`src/rtl/force_spike_sequencer.sv`:
```
// force_spike_sequencer: replays a queue of (block, neuron, delay) commands
// as single-cycle force-spike pulses towards the SNN network top.
// The FIFO flushes on abort. The pulse, its selects, done and busy are all registered.
module force_spike_sequencer #(
    parameter int T     = 4,
    parameter int N     = 16,
    parameter int DEPTH = 8,
    parameter int DW    = 8
) (
    input  logic                         clk,
    input  logic                         reset,
    input  logic                         cmd_valid,
    output logic                         cmd_ready,
    input  logic [$clog2(T)-1:0]         cmd_block,
    input  logic [$clog2(N)-1:0]         cmd_neuron,
    input  logic [DW-1:0]                cmd_delay,
    input  logic                         start,
    input  logic                         abort,
    output logic [$clog2(T)-1:0]         force_spike_block_select,
    output logic [$clog2(N)-1:0]         force_spike_neuron_select,
    output logic                         force_spike_en,
    output logic                         busy,
    output logic                         done,
    output logic [15:0]                  fired_count,
    output logic [$clog2(DEPTH+1)-1:0]   fifo_level,
    output logic                         cmd_err
);

    localparam int BW = $clog2(T);
    localparam int NW = $clog2(N);
    localparam int AW = $clog2(DEPTH);
    localparam int LW = $clog2(DEPTH + 1);
    localparam int EW = BW + NW + DW;

    localparam logic [LW-1:0] FULL_LEVEL = LW'(DEPTH);
    localparam logic [BW:0]   T_LIM      = (BW + 1)'(T);
    localparam logic [NW:0]   N_LIM      = (NW + 1)'(N);

    typedef enum logic [1:0] {IDLE, WAIT, FIRE, DONE} state_t;

    state_t state, state_n;

    logic [EW-1:0] mem [DEPTH];
    logic [AW-1:0] wr_ptr, rd_ptr;
    logic [EW-1:0] head;
    logic [DW-1:0] head_delay;
    logic [NW-1:0] head_neuron;
    logic [BW-1:0] head_block;

    logic          full, in_range, push_hs, do_push, bad_push;
    logic          pop, fire, start_run;

    logic [DW-1:0] cnt;
    logic [BW-1:0] cur_block;
    logic [NW-1:0] cur_neuron;

    assign full      = (fifo_level == FULL_LEVEL);
    assign cmd_ready = !full;
    assign in_range  = ({1'b0, cmd_block} < T_LIM) && ({1'b0, cmd_neuron} < N_LIM);
    assign push_hs   = cmd_valid && !full && !abort;
    assign do_push   = push_hs && in_range;
    assign bad_push  = push_hs && !in_range;

    assign head        = mem[rd_ptr];
    assign head_delay  = head[DW-1:0];
    assign head_neuron = head[DW +: NW];
    assign head_block  = head[DW+NW +: BW];

    // Command storage; contents need no reset because pointers define validity
    always_ff @(posedge clk) begin
        if (do_push) begin
            mem[wr_ptr] <= {cmd_block, cmd_neuron, cmd_delay};
        end
    end

    // FIFO pointers and occupancy; abort flushes everything in one cycle
    always_ff @(posedge clk or negedge reset) begin
        if (!reset) begin
            wr_ptr     <= '0;
            rd_ptr     <= '0;
            fifo_level <= '0;
        end else if (abort) begin
            wr_ptr     <= '0;
            rd_ptr     <= '0;
            fifo_level <= '0;
        end else begin
            if (do_push) wr_ptr <= wr_ptr + AW'(1);
            if (pop)     rd_ptr <= rd_ptr + AW'(1);
            case ({do_push, pop})
                2'b10:   fifo_level <= fifo_level + LW'(1);
                2'b01:   fifo_level <= fifo_level - LW'(1);
                default: fifo_level <= fifo_level;
            endcase
        end
    end

    // Sequencer state register
    always_ff @(posedge clk or negedge reset) begin
        if (!reset) state <= IDLE;
        else        state <= state_n;
    end

    // Next-state and pop/fire decisions; abort forces IDLE and suppresses all actions
    always_comb begin
        state_n   = state;
        pop       = 1'b0;
        fire      = 1'b0;
        start_run = 1'b0;
        if (abort) begin
            state_n = IDLE;
        end else begin
            case (state)
                IDLE: begin
                    if (start) begin
                        start_run = 1'b1;
                        if (fifo_level != '0) begin
                            pop     = 1'b1;
                            state_n = WAIT;
                        end else begin
                            state_n = DONE;
                        end
                    end
                end
                WAIT: begin
                    if (cnt == '0) state_n = FIRE;
                end
                FIRE: begin
                    fire = 1'b1;
                    if (fifo_level != '0) begin
                        pop     = 1'b1;
                        state_n = WAIT;
                    end else begin
                        state_n = DONE;
                    end
                end
                default: begin
                    state_n = IDLE;
                end
            endcase
        end
    end

    // Delay counter, current command, registered outputs and run statistics
    always_ff @(posedge clk or negedge reset) begin
        if (!reset) begin
            cnt                       <= '0;
            cur_block                 <= '0;
            cur_neuron                <= '0;
            force_spike_block_select  <= '0;
            force_spike_neuron_select <= '0;
            force_spike_en            <= 1'b0;
            done                      <= 1'b0;
            busy                      <= 1'b0;
            fired_count               <= '0;
            cmd_err                   <= 1'b0;
        end else begin
            if (pop) begin
                cnt        <= head_delay;
                cur_block  <= head_block;
                cur_neuron <= head_neuron;
            end else if (state == WAIT && cnt != '0) begin
                cnt <= cnt - DW'(1);
            end
            if (fire) begin
                force_spike_block_select  <= cur_block;
                force_spike_neuron_select <= cur_neuron;
            end
            force_spike_en <= fire;
            done           <= (state == DONE) && !abort;
            busy           <= (state != IDLE) && !abort;
            if (start_run) begin
                fired_count <= '0;
            end else if (fire && fired_count != 16'hFFFF) begin
                fired_count <= fired_count + 16'd1;
            end
            if (bad_push) begin
                cmd_err <= 1'b1;
            end else if (start_run) begin
                cmd_err <= 1'b0;
            end
        end
    end

endmodule

```
`config.mk`:
```
export PLATFORM = sky130hd
export DESIGN_NAME = force_spike_sequencer
export DESIGN_NICKNAME = d
export VERILOG_FILES = /design/src/rtl/force_spike_sequencer.sv
export SDC_FILE = /design/constraint.sdc
export NUM_CORES = 1
export LEC_CHECK = 0
export BUFFER_PORTS_ARGS = -buffer_cell sky130_fd_sc_hd__buf_4
export CAP_MARGIN = 10
export CORE_MARGIN = 4
export CORE_UTILIZATION = 44
export DETAILED_ROUTE_END_ITERATION = 6
export HOLD_SLACK_MARGIN = 0.06
export MAX_ROUTING_LAYER = met4
export SYNTH_ARGS = -nofsm -noshare
export SYNTH_HDL_FRONTEND = slang
export SYNTH_SLANG_ARGS = --single-unit
```
`constraint.sdc`:
```
create_clock -name clk -period 3.83 [get_ports clk]
set_input_delay 0.1915 -clock clk [delete_from_list [all_inputs] [get_ports clk]]
set_output_delay 0.1915 -clock clk [all_outputs]
set_load 0.03 [all_outputs]
```
==> results.sh <==
export IMPL_rows=45
export IMPL_cts_clk_slew_worst_paths_ns=0.06
export IMPL_io_pins=50
export IMPL_start_util=0.4537
export IMPL_fin_crit_ns=2.889
export IMPL_worstPathMaxFanout=27
export IMPL_grt_pass1_vias=4324
export IMPL_wl_per_cell_um=18.25
export IMPL_drt_antenna_violating_nets=0
export IMPL_cts_sinks=163
export IMPL_area_growth_pct=20.42
export IMPL_peakVddDrop_mv=0.3402
export IMPL_synth_nets=491
export IMPL_required_ns=4.18
export IMPL_wirelength_um=13970
export IMPL_cts_buffer_depth=2
export IMPL_rsz0062_at_grt="false"
export IMPL_ctsResizeCount=0
export IMPL_endpoint_kind="register"
export IMPL_startpoint="fifo_level[1]"
export IMPL_fmaxAchievable_mhz=346.1
export IMPL_core_area_mm2=0.01531
export IMPL_grt_pass1_wl_um=23230
export IMPL_antenna_found_initial=0
export IMPL_wl_met1_um=6414
export IMPL_async_flop_share=0.3129
export IMPL_port_buffers=48
export IMPL_viasPerCell=5.508
export IMPL_path_class="register to register"
export IMPL_ys_flop_type="edfxtp_1"
export IMPL_dr_wl_met3_um=503
export IMPL_max_cap_violations=0
export IMPL_yosysUniqueCellTypes=58
export IMPL_synth_seq_cells=163
export IMPL_synth_seq_area_share=0.6677
export IMPL_gp_congestion=0.8564
export IMPL_drc_errors=0
export IMPL_yosysWarnings=0
export IMPL_finalMaxSlewViolations=0
export IMPL_cts_htree_levels=4
export IMPL_drive_above_1_share=0.2509
export IMPL_power_leakage_nw=2.964
export IMPL_finalHoldViolCount=0
export IMPL_r2r_start="fifo_level[1]"
export IMPL_cts_buffers=17
export IMPL_clk_latency_ns=0.41
export IMPL_root_buffer="clkbuf_16"
export IMPL_dr_wl_met2_um=6889
export IMPL_drtIter0Drc=267
export IMPL_die_h_um=133.7
export IMPL_gr_total_overflow=0
export IMPL_finalSetupViolCount=0
export IMPL_first_pass_iters=5
export IMPL_outcome="complete, no violations"
export IMPL_min_path_type="primary input to register"
export IMPL_diodes=0
export IMPL_synthCells=465
export IMPL_skew_ns=0.005731
export IMPL_crit_arrival_ns=3.24
export IMPL_critical_path_max_stage_delay_ns=0.50
export IMPL_grt_max_degree=52
export IMPL_tightest_slew_ns=1.082
export IMPL_fin_tns_setup_ns=0
export IMPL_place_hpwl_um=9300
export IMPL_fin_crit_sh=0.7544
export IMPL_dr_total_vias=4214
export IMPL_cts_tree="built"
export IMPL_dr_max_layer_used="met4"
export IMPL_slowest_stage="dfrtp_1"
export IMPL_synth_edf_count=112
export IMPL_crit_top_cell="buf_4"
export IMPL_syn_avg_cell_area_um2=14.94
export IMPL_track_usage=0.1727
export IMPL_fin_nets=567
export IMPL_hold_start="abort"
export IMPL_start_kind="register"
export IMPL_p_per_area_mw_per_mm2=573.6
export IMPL_maxSlewHeadroom=0.2769
export IMPL_cts_hold_buf=15
export IMPL_post_cts_buffers=0
export IMPL_worstPathCellList="nor4_2, buf_4, or3_1, buf_4, nor2_1, ha_1, nand2_1, or4_1, a211o_1, nand4_1"
export IMPL_netlist_area_mm2=0.006948
export IMPL_die_w_um=133.7
export IMPL_power_mw=4.799
export IMPL_die_area_mm2=0.01787
==> synthesized netlist by cell type (2+ instances only) <==
master      n  area share
edfxtp_1  112        0.48
dfrtp_1    51        0.18
nand2_1    40       0.022
mux4_2     28       0.091
a21oi_1    20       0.014
nor2_1     20       0.011
mux2i_1    12       0.017
nand3_1    12      0.0086
o21ai_0    12      0.0086
or4_1      12       0.013
nor3_1     11      0.0079
buf_2      10      0.0072
clkbuf_1   10      0.0054
o211ai_1    9      0.0097
o31ai_1     9      0.0097
a211oi_1    8      0.0086
inv_1       8      0.0043
ha_1        7       0.013
nor2b_1     6      0.0054
nor4_1      6      0.0054
xnor2_1     6      0.0076
nand4_1     5      0.0045
or3_1       5      0.0045
nand3b_1    4      0.0043
a31oi_1     2      0.0018
and4_1      2      0.0025
buf_1       2      0.0011
buf_4       2      0.0022
nor3b_1     2      0.0022
nor4b_1     2      0.0025
o41ai_1     2      0.0025
xor2_1      2      0.0025
==> worst max-delay path, delay by kind of cell, from the launching register on <==
kind,cells,cell delay [ns]
fa+ha+maj,1,0.42
compound gates,1,0.31
buf+inv,2,0.45
simple gates,6,1.12
flops,1,0.50
==> final timing paths <==
kind | to | slack, ns | depth (start not counted)
worst max-delay path | fifo_level[3] | 0.94 | 10
worst min-delay path | wr_ptr[2] | 0.14 | 2
worst max register to register | fifo_level[3] | 0.94 | 10
worst min register to register | force_spike_neuron_select[1] | 0.47 | 2
max in group asynchronous | rd_ptr[0] | 3.00 | 2
min in group asynchronous | fifo_level[3] | 0.35 | 2
==> flip-flops by register name, summed over array words and instances (netlist names), 2 cells and up <==
register and flops:
cnt 8, mem 112, fifo_level 4, fired_count 16
state 2, rd_ptr 3, force_spike_neuron_select 4, cur_neuron 4
wr_ptr 3, force_spike_block_select 2, cur_block 2
==> final cells by class <==
| cell class | instances | area (um^2) |
|---|---|---|
| clock buffers | 18 | 429.2 |
| clock inverters | 14 | 155.1 |
| fillers | 1281 | 6948 |
| inverters | 9 | 33.78 |
| multi-input cells | 269 | 2198 |
| flip-flops and latches | 163 | 4641 |
| well taps | 211 | 264.0 |
| repair buffers | 81 | 645.6 |
==> power by group <==
part	internal [mW]	leakage, nW	switching (mW)
Combinational	0.434	1.01	0.468
Sequential	2.05	1.68	0.201
Clock	0.967	0.273	0.682
Total	3.45	2.96	1.35
==> kinds of logic (layout without fill, tap and decap cells) <==
| kind of cell | Yosys count | after routing | synth area share |
|---|---|---|---|
| xor gates and xnor gates | 8 | 8 | 0.01009 |
| and+or+nand+nor | 137 | 137 | 0.1066 |
| muxes | 41 | 41 | 0.1097 |
| buffers and inverters | 33 | 122 | 0.02071 |
| DFF | 163 | 163 | 0.6677 |
| AOI/OAI and AO/OA | 75 | 75 | 0.07204 |
| adders and majority gates | 7 | 7 | 0.01261 |
| other | 1 | 1 | 0.0005397 |
==> metal layers <==
metal / vias up / track usage
li1: 1984 / -
met4: 0 / 0.05371
met3: 12 / 0.03361
met5: - / -
met1: 2122 / 0.2300
met2: 96 / 0.2714
==> metrics by stage <==
| stage | setup WS, ns | hold WS, ns | cell area, um^2 | cells | util |
|---|---|---|---|---|---|
| floorplan | 0.4497 | -0.1041 | 6948 | 465 | - |
| global placement | 1.061 | 0.2731 | 7632 | 718 | 0.4984 |
| detailed placement | 0.9618 | 0.2772 | 7632 | 718 | 0.4984 |
| CTS | 0.9671 | 0.1132 | 8367 | 765 | 0.5463 |
| global route | 0.7340 | 0.1362 | 8367 | 765 | 0.5463 |
| finish | 0.9406 | 0.1354 | 8367 | 765 | 0.5463 |
==> cell usage in the layout, fill, tap and decap left out, types with 5 or more instances in the layout <==
| master | n |
|---|---|
| a211oi_1 | 8 |
| a21oi_1 | 20 |
| buf_4 | 66 |
| clkbuf_16 | 17 |
| dfrtp_1 | 50 |
| dlygate4sd3_1 | 15 |
| edfxtp_1 | 112 |
| ha_1 | 7 |
| inv_1 | 8 |
| mux2i_1 | 12 |
| mux4_2 | 28 |
| nand2_1 | 40 |
| nand3_1 | 12 |
| nand4_1 | 5 |
| nor2_1 | 20 |
| nor2b_1 | 6 |
| nor3_1 | 8 |
| nor4_1 | 5 |
| o211ai_1 | 9 |
| o21ai_0 | 12 |
| o31ai_1 | 9 |
| or3_1 | 5 |
| or4_1 | 12 |
| xnor2_1 | 6 |
Power figures use the tool's default switching activity.
